**config.mk**
```make
export PLATFORM = sky130hd
export DESIGN_NAME = scanline_renderer_flat
export DESIGN_NICKNAME = d
export VERILOG_FILES = /design/src/rtl/scanline_renderer_if.sv /design/src/rtl/scanline_renderer.sv /design/src/flat_wrapper.sv
export SDC_FILE = /design/constraint.sdc
export NUM_CORES = 1
export LEC_CHECK = 0
export ABC_CLOCK_PERIOD_IN_PS = 6200
export BUFFER_PORTS_ARGS = -buffer_cell sky130_fd_sc_hd__buf_2
export CAP_MARGIN = 20
export CORE_UTILIZATION = 45
export DETAILED_ROUTE_END_ITERATION = 10
export GPL_ROUTABILITY_DRIVEN = 0
export GPL_TIMING_DRIVEN = 0
export PLACE_DENSITY = 0.65
export SKIP_LAST_GASP = 1
export SYNTH_ARGS = -nofsm -noshare
export SYNTH_HDL_FRONTEND = slang
export SYNTH_SLANG_ARGS = --single-unit
export TNS_END_PERCENT = 30
```
**constraint.sdc**
```tcl
create_clock -name clk -period 6.2 [get_ports clk]
set_input_delay 1.24 -clock clk [delete_from_list [all_inputs] [get_ports clk]]
set_output_delay 1.24 -clock clk [all_outputs]
set_load 0.1 [all_outputs]
```
**src/rtl/scanline_renderer_if.sv**
```systemverilog
// Line-buffer write port: one-hot buffer select, pixel address and data, with a grant from the buffer side.
// A write completes on any cycle where a vram_we bit and vram_grant are both high.
interface scanline_renderer_if #(
  parameter int LINE_BUFS = 2,
  parameter int ADDR_W    = 10,
  parameter int PIXEL_W   = 8
);
  logic [LINE_BUFS-1:0] vram_we;
  logic [ADDR_W-1:0]    vram_addr;
  logic [PIXEL_W-1:0]   vram_d;
  logic                 vram_grant;

  modport master (output vram_we, vram_addr, vram_d, input vram_grant);
  modport slave  (input vram_we, vram_addr, vram_d, output vram_grant);
endinterface

```
**src/rtl/scanline_renderer.sv**
```systemverilog
// Renders one scanline of a procedural pattern into rotating line buffers, one pixel per granted cycle.
// Optional SCANLINE_RENDERER_OVERRUN_CNT_EN adds a saturating 16-bit overrun counter output.
module scanline_renderer #(
  parameter int H_PIXELS  = 800,
  parameter int V_PIXELS  = 600,
  parameter int PIXEL_W   = 8,
  parameter int LINE_BUFS = 2,
  parameter int FRAME_W   = 6,
  parameter int BAND_LO   = 111,
  parameter int BAND_HI   = 333,
  localparam int ADDR_W   = $clog2(H_PIXELS),
  localparam int V_CW     = $clog2(V_PIXELS)
) (
  input  logic               clk,
  input  logic               rst,
  input  logic               line_start,
  input  logic [V_CW-1:0]    line_v,
  input  logic               frame_start,
  input  logic [1:0]         mode,
  input  logic [PIXEL_W-1:0] fg_color,
  input  logic [PIXEL_W-1:0] bg_color,
  scanline_renderer_if.master vram,
  output logic               busy,
  output logic               line_done,
  output logic               overrun
`ifdef SCANLINE_RENDERER_OVERRUN_CNT_EN
  , output logic [15:0]      overrun_cnt
`endif
);

  localparam int LB_W  = $clog2(LINE_BUFS);
  localparam int MAX_W = (ADDR_W > V_CW) ? ((ADDR_W > FRAME_W) ? ADDR_W : FRAME_W)
                                         : ((V_CW > FRAME_W) ? V_CW : FRAME_W);
  localparam int S_W   = MAX_W + 2;

  typedef enum logic {S_IDLE, S_RENDER} state_t;

  state_t               state_q, state_d;
  logic [LINE_BUFS-1:0] we_q, we_d;
  logic [ADDR_W-1:0]    addr_q, addr_d;
  logic [PIXEL_W-1:0]   dat_q, dat_d;
  logic                 done_q, done_d;
  logic                 overrun_q, overrun_d;
  logic [FRAME_W-1:0]   frame_q, frame_d;
  logic [FRAME_W-1:0]   line_frame_q, line_frame_d;
  logic [V_CW-1:0]      line_v_q, line_v_d;
  logic [1:0]           mode_q, mode_d;
  logic [PIXEL_W-1:0]   fg_q, fg_d, bg_q, bg_d;
  logic                 accept;

  function automatic logic [PIXEL_W-1:0] pix_f(
    input logic [1:0]         m,
    input logic [ADDR_W-1:0]  x,
    input logic [V_CW-1:0]    v,
    input logic [FRAME_W-1:0] f,
    input logic [PIXEL_W-1:0] fg,
    input logic [PIXEL_W-1:0] bg
  );
    logic [S_W-1:0]     s;
    logic [PIXEL_W-1:0] p;
    // Sum is widened by two bits so it can never wrap back into the band.
    s = S_W'(x) + S_W'(v) + S_W'(f);
    case (m)
      2'd0:    p = fg;
      2'd1:    p = (s >= S_W'(BAND_LO) && s <= S_W'(BAND_HI)) ? fg : bg;
      2'd2:    p = (x[3] ^ v[3]) ? fg : bg;
      default: p = PIXEL_W'(x);
    endcase
    return p;
  endfunction

  assign accept = (|we_q) && vram.vram_grant;

  always_comb begin
    state_d      = state_q;
    we_d         = we_q;
    addr_d       = addr_q;
    dat_d        = dat_q;
    done_d       = 1'b0;
    overrun_d    = 1'b0;
    frame_d      = frame_q + FRAME_W'(frame_start);
    line_frame_d = line_frame_q;
    line_v_d     = line_v_q;
    mode_d       = mode_q;
    fg_d         = fg_q;
    bg_d         = bg_q;
    if (line_start) begin
      overrun_d = (state_q == S_RENDER);
      if ({1'b0, line_v} < (V_CW + 1)'(V_PIXELS)) begin
        state_d      = S_RENDER;
        line_frame_d = frame_d;
        line_v_d     = line_v;
        mode_d       = mode;
        fg_d         = fg_color;
        bg_d         = bg_color;
        we_d         = LINE_BUFS'(1) << line_v[LB_W-1:0];
        addr_d       = '0;
        dat_d        = pix_f(mode, '0, line_v, frame_d, fg_color, bg_color);
      end else begin
        state_d = S_IDLE;
        we_d    = '0;
        addr_d  = '0;
        dat_d   = '0;
      end
    end else if (accept) begin
      if (addr_q == ADDR_W'(H_PIXELS - 1)) begin
        state_d = S_IDLE;
        we_d    = '0;
        addr_d  = '0;
        dat_d   = '0;
        done_d  = 1'b1;
      end else begin
        addr_d = addr_q + ADDR_W'(1);
        dat_d  = pix_f(mode_q, addr_q + ADDR_W'(1), line_v_q, line_frame_q, fg_q, bg_q);
      end
    end
  end

  always_ff @(posedge clk) begin
    if (rst) begin
      state_q      <= S_IDLE;
      we_q         <= '0;
      addr_q       <= '0;
      dat_q        <= '0;
      done_q       <= 1'b0;
      overrun_q    <= 1'b0;
      frame_q      <= '0;
      line_frame_q <= '0;
      line_v_q     <= '0;
      mode_q       <= '0;
      fg_q         <= '0;
      bg_q         <= '0;
    end else begin
      state_q      <= state_d;
      we_q         <= we_d;
      addr_q       <= addr_d;
      dat_q        <= dat_d;
      done_q       <= done_d;
      overrun_q    <= overrun_d;
      frame_q      <= frame_d;
      line_frame_q <= line_frame_d;
      line_v_q     <= line_v_d;
      mode_q       <= mode_d;
      fg_q         <= fg_d;
      bg_q         <= bg_d;
    end
  end

  assign vram.vram_we   = we_q;
  assign vram.vram_addr = addr_q;
  assign vram.vram_d    = dat_q;
  assign busy           = (state_q == S_RENDER);
  assign line_done      = done_q;
  assign overrun        = overrun_q;

`ifdef SCANLINE_RENDERER_OVERRUN_CNT_EN
  logic [15:0] ocnt_q, ocnt_d;

  always_comb begin
    ocnt_d = ocnt_q;
    if (overrun_q && ocnt_q != 16'hFFFF) ocnt_d = ocnt_q + 16'd1;
  end

  always_ff @(posedge clk) begin
    if (rst) ocnt_q <= '0;
    else     ocnt_q <= ocnt_d;
  end

  assign overrun_cnt = ocnt_q;
`endif

endmodule

```
**src/flat_wrapper.sv**
```systemverilog
// flat-port wrapper written by rule: the top's interface ports become plain ports
module scanline_renderer_flat 
#(
  parameter int H_PIXELS  = 800,
  parameter int V_PIXELS  = 600,
  parameter int PIXEL_W   = 8,
  parameter int LINE_BUFS = 2,
  parameter int FRAME_W   = 6,
  parameter int BAND_LO   = 111,
  parameter int BAND_HI   = 333,
  localparam int ADDR_W   = $clog2(H_PIXELS),
  localparam int V_CW     = $clog2(V_PIXELS)
)
  (clk, rst, line_start, line_v, frame_start, mode, fg_color, bg_color, busy, line_done, overrun, vram_vram_we, vram_vram_addr, vram_vram_d, vram_vram_grant);
  scanline_renderer_if #(.LINE_BUFS(LINE_BUFS), .ADDR_W(10), .PIXEL_W(PIXEL_W)) vram_i ();
  input  logic clk;
  input  logic rst;
  input  logic line_start;
  input  logic [V_CW-1:0] line_v;
  input  logic frame_start;
  input  logic [1:0] mode;
  input  logic [PIXEL_W-1:0] fg_color;
  input  logic [PIXEL_W-1:0] bg_color;
  output logic busy;
  output logic line_done;
  output logic overrun;
  output wire logic [$bits(vram_i.vram_we)-1:0] vram_vram_we;
  output wire logic [$bits(vram_i.vram_addr)-1:0] vram_vram_addr;
  output wire logic [$bits(vram_i.vram_d)-1:0] vram_vram_d;
  input wire logic [$bits(vram_i.vram_grant)-1:0] vram_vram_grant;
  assign vram_vram_we = vram_i.vram_we;
  assign vram_vram_addr = vram_i.vram_addr;
  assign vram_vram_d = vram_i.vram_d;
  assign vram_i.vram_grant = vram_vram_grant;
  scanline_renderer #(.H_PIXELS(H_PIXELS), .V_PIXELS(V_PIXELS), .PIXEL_W(PIXEL_W), .LINE_BUFS(LINE_BUFS), .FRAME_W(FRAME_W), .BAND_LO(BAND_LO), .BAND_HI(BAND_HI)) u_core (.clk(clk), .rst(rst), .line_start(line_start), .line_v(line_v), .frame_start(frame_start), .mode(mode), .fg_color(fg_color), .bg_color(bg_color), .vram(vram_i), .busy(busy), .line_done(line_done), .overrun(overrun));
endmodule
```
==> metrics.yaml <==
status:
  status: "finished clean"
drt:
  ant_nets: 0
  wl_um: 13100
  detailed_router_iteration_count_before_antenna_repair: 5
  residual_drc: 0
  routed_via_density: 5.944
  post_dr_wirelength_cell_um: 16.99
  via_count: 4583
  drtIter0Drc: 289
yosys:
  postSynthNetCount: 631
  synth_async_sr_flop_share_pct: 0
  dominantRegCellSynth: "dfxtp_1"
  postSynthAreaPerCell_um2: 7.870
  synth.distinct_cells: 79
  ys_seq_elements: 63
  synth_edf_count: 0
  yosys_warning_total: 0
  synthCells: 569
  synth.yosys.seq_area_share_pct: 28.16
  syn-cell-area_um2: 4478
clocking:
  cts.repair_timing.setup_buffer_count: 0
  clkSinkCount: 63
  number_of_instances_resized_during_post_cts_repair: 0
  largest_buffer_count_on_any_clock_path: 2
  cts_root_buffer: "clkbuf_8"
  clk_pin_slew_worst_paths_ns: 0.08
  ctsHoldBuffers: 0
  numCtsBuffers: 9
  cts_htree_levels: 3
  tritoncts: "yes"
  clock_insertion_delay_worst_skew_ns: 0.35
critical_path:
  worstSetupEndpoint: "u_core.vram.vram_d[2]"
  cp_max_fo: 10
  timing.critical_path.slowest_stage_cell: "dfxtp_1"
  worst_ep_required_time_ns: 6.41
  cp.arrival_ns: 4.92
  worstSetupStartpointType: "flop"
  critical_path.reg2reg.endpoint: "u_core.vram.vram_d[2]"
  r2r_setup_slack_ns: 1.49
  setup.worst_path.end_class: "flop"
  crit_start: "u_core.vram.vram_addr[1]"
  crit_path_frequent_cell: "ha_1"
  worstRegToRegCells: 16
  cp_slowest_stage_delay_ns: 0.42
  start_of_the_worst_register_to_register_path: "u_core.vram.vram_addr[1]"
  worst-setup-path-type: "reg2reg"
  worstPathCellList: "ha_1 > and3_1 > xor2_1 > ha_1 > a21oi_1 > o21ai_0 > xor2_1 > ha_1 > and2_1 > a221oi_2 > xnor2_1 > a32oi_1 > a21boi_4 > buf_2 > nor4b_1 > o32ai_1"
sta:
  final.min_clock_period_ns: 4.706
  timing_worst_slew_pin_value_ns: 0.6807
  finalHoldViolations: 0
  finalCritPeriodShare_pct: 75.90
  report.final.slew_viol_count: 0
  finish_stage_setup_viols: 0
  rsz0062_at_grt: "no"
  fin_worst_skew_ns: 0.01736
  max-slew-margin-rel_pct: 54.25
  fmax_mhz: 212.5
  final.setup.tns_ns: 0
global_routing:
  grt_util_all_layers_pct: 26.44
  global_route.overflow_total: 0
  first_pass_grt_wire_length_um: 21020
  grt_antenna_before_repair: 0
  first_global_vias: 4235
  grt_max_degree: 13
finish:
  fillerInstances: 999
  n_antenna_cell: 0
  syn_to_final_growth_pct: 14.22
  ratio_of_cells_with_drive_above_1_in_the_final_layout_pct: 15.05
  final_util_pct: 52.57
  fin_nets: 695
die:
  initial_utilization_pct: 46.03
  design.core.area_um2: 9729
  num_ports: 56
  design.die.area_um2: 10350
  floorplan.die.width_um: 101.8
  rows: 36
  chipHeight_um: 101.8
power:
  power_report.internal_total_mw: 0.7134
  power.ir.vdd_worst_uv: 94.79
  power.switching_fraction_pct: 34.19
  sequentialPowerShare_pct: 40.8
  comb_power_share_pct: 24.9
  clock_power_share_pct: 34.3
  switchingPower_mw: 0.3707
  power_per_cell_area_nw_per_um2: 211.9
  p_leak_nw: 2.174
min_path:
  hold_path_class: "reg2reg"
placement:
  io_buffers: 53
  post-dp-hpwl_um: 10150
flow_run:
  cap_viol_max_count: 0
how the worst min path moves through the flow:
stage / start / to / depth (start not counted) / slack (ns)
6_report: u_core.line_v_q[0] / u_core.line_v_q[0] / 2 / 0.47
5_1_grt: u_core.line_v_q[0] / u_core.line_v_q[0] / 2 / 0.49
4_1_cts: u_core.line_v_q[6] / u_core.line_v_q[6] / 2 / 0.46
3_5_place_dp: u_core.line_v_q[6] / u_core.line_v_q[6] / 2 / 0.46
3_3_place_gp: u_core.line_v_q[6] / u_core.line_v_q[6] / 2 / 0.45
2_1_floorplan: u_core.bg_q[0] / u_core.bg_q[0] / 2 / 0.43
cell type report:
cell class | count | area [um2] | area share [%]
Clock inverter | 6 | 67.56 | 1.321
Buffer | 25 | 103.9 | 2.030
Tap cell | 133 | 166.4 | 3.253
Clock buffer | 10 | 137.6 | 2.691
Inverter | 21 | 78.83 | 1.541
Multi-Input combinational cell | 460 | 3034 | 59.32
Timing Repair Buffer | 53 | 265.3 | 5.186
Sequential cell | 63 | 1261 | 24.66
cell usage after synthesis (11+ instances only):
cell type | number | area (um2)
nand2_1 | 78 | 292.8
dfxtp_1 | 63 | 1261
a21oi_1 | 59 | 295.3
nor2_1 | 53 | 198.9
ha_1 | 26 | 325.3
inv_1 | 21 | 78.83
clkbuf_1 | 19 | 71.32
nor3_1 | 17 | 85.08
xor2_1 | 16 | 140.1
nand2b_1 | 13 | 81.33
nand3_1 | 13 | 65.06
nor2b_1 | 12 | 75.07
o21ai_0 | 11 | 55.05
worst max-delay path: cells and delay by family (launching register included):
kind	cells	cell delay [ns]
fa+ha+maj	3	0.97
xor+xnor	3	0.73
flops	1	0.42
compound gates	6	1.49
simple gates	3	0.69
buf+inv	1	0.29
per-layer routing:
metal  vias up  part of all wire (%)  GRT usage, %  routed length [um]
li1       2227                     -             -                   -
met1      2162                    46         36.11                5990
met2       178                    46         41.68                5998
met3        16                   6.4         4.555                 843
met4         0                   2.0         9.588                 264
met5         -                     0             0                   0
power groups by stage:
stage	Clock, mW	Combinational, mW	Sequential [mW]
global route	0.396	0.293	0.445
global placement	0	0.260	0.451
finish	0.372	0.270	0.442
detailed placement	0	0.265	0.451
CTS	0.375	0.267	0.442
floorplan	0	0.156	0.491
registers in the layout, indices dropped and copies added (netlist names), 2 cells and up:
register and count:
u_core.vram.vram_d 8, u_core.vram.vram_we 2, u_core.line_v_q 10, u_core.frame_q 6, u_core.fg_q 8, u_core.mode_q 2, u_core.vram.vram_addr 10, u_core.line_frame_q 6
u_core.bg_q 8
cells by family (layout without fill, tap and decap cells):
logic type / count (synthesis) / count (layout) / share of synthesized area (%)
AOI/OAI and AO/OA: 173 / 173 / 28.56
and+or+nand+nor: 233 / 233 / 25.68
xor gates and xnor gates: 24 / 24 / 4.694
DFF: 63 / 63 / 28.16
adders and majority gates: 29 / 29 / 8.606
muxes: 1 / 1 / 0.2235
buffers and inverters: 46 / 115 / 4.079
metrics by stage:
step                      instances  setup WS, ns  cell area, um2  power, mW  hold slack [ns]
after floorplan                 569         1.528            4478     0.6469           0.4310
after global placement          755         1.327            4910     0.7111           0.4500
after detailed placement        755         1.229            4910     0.7163           0.4560
after CTS                       771         1.565            5115      1.084           0.4649
after global routing            771         1.250            5115      1.134           0.4893
final                           771         1.494            5115      1.084           0.4671
placed cells by master, fill, tap and decap left out, types with 5 or more instances in the layout:
| cell | instances |
|---|---|
| a211oi_1 | 8 |
| a21o_1 | 6 |
| a21oi_1 | 59 |
| a221oi_1 | 7 |
| a311o_1 | 5 |
| a311oi_1 | 7 |
| and3_1 | 8 |
| buf_2 | 55 |
| clkbuf_1 | 19 |
| clkbuf_8 | 10 |
| dfxtp_1 | 63 |
| ha_1 | 26 |
| inv_1 | 21 |
| nand2_1 | 78 |
| nand2b_1 | 13 |
| nand3_1 | 13 |
| nor2_1 | 53 |
| nor2b_1 | 12 |
| nor3_1 | 17 |
| nor4_1 | 5 |
| o211ai_1 | 6 |
| o21a_1 | 6 |
| o21ai_0 | 11 |
| o221ai_1 | 5 |
| or2_2 | 5 |
| xnor2_1 | 8 |
| xor2_1 | 16 |
Note: power is estimated with default switching activity, not from simulation.
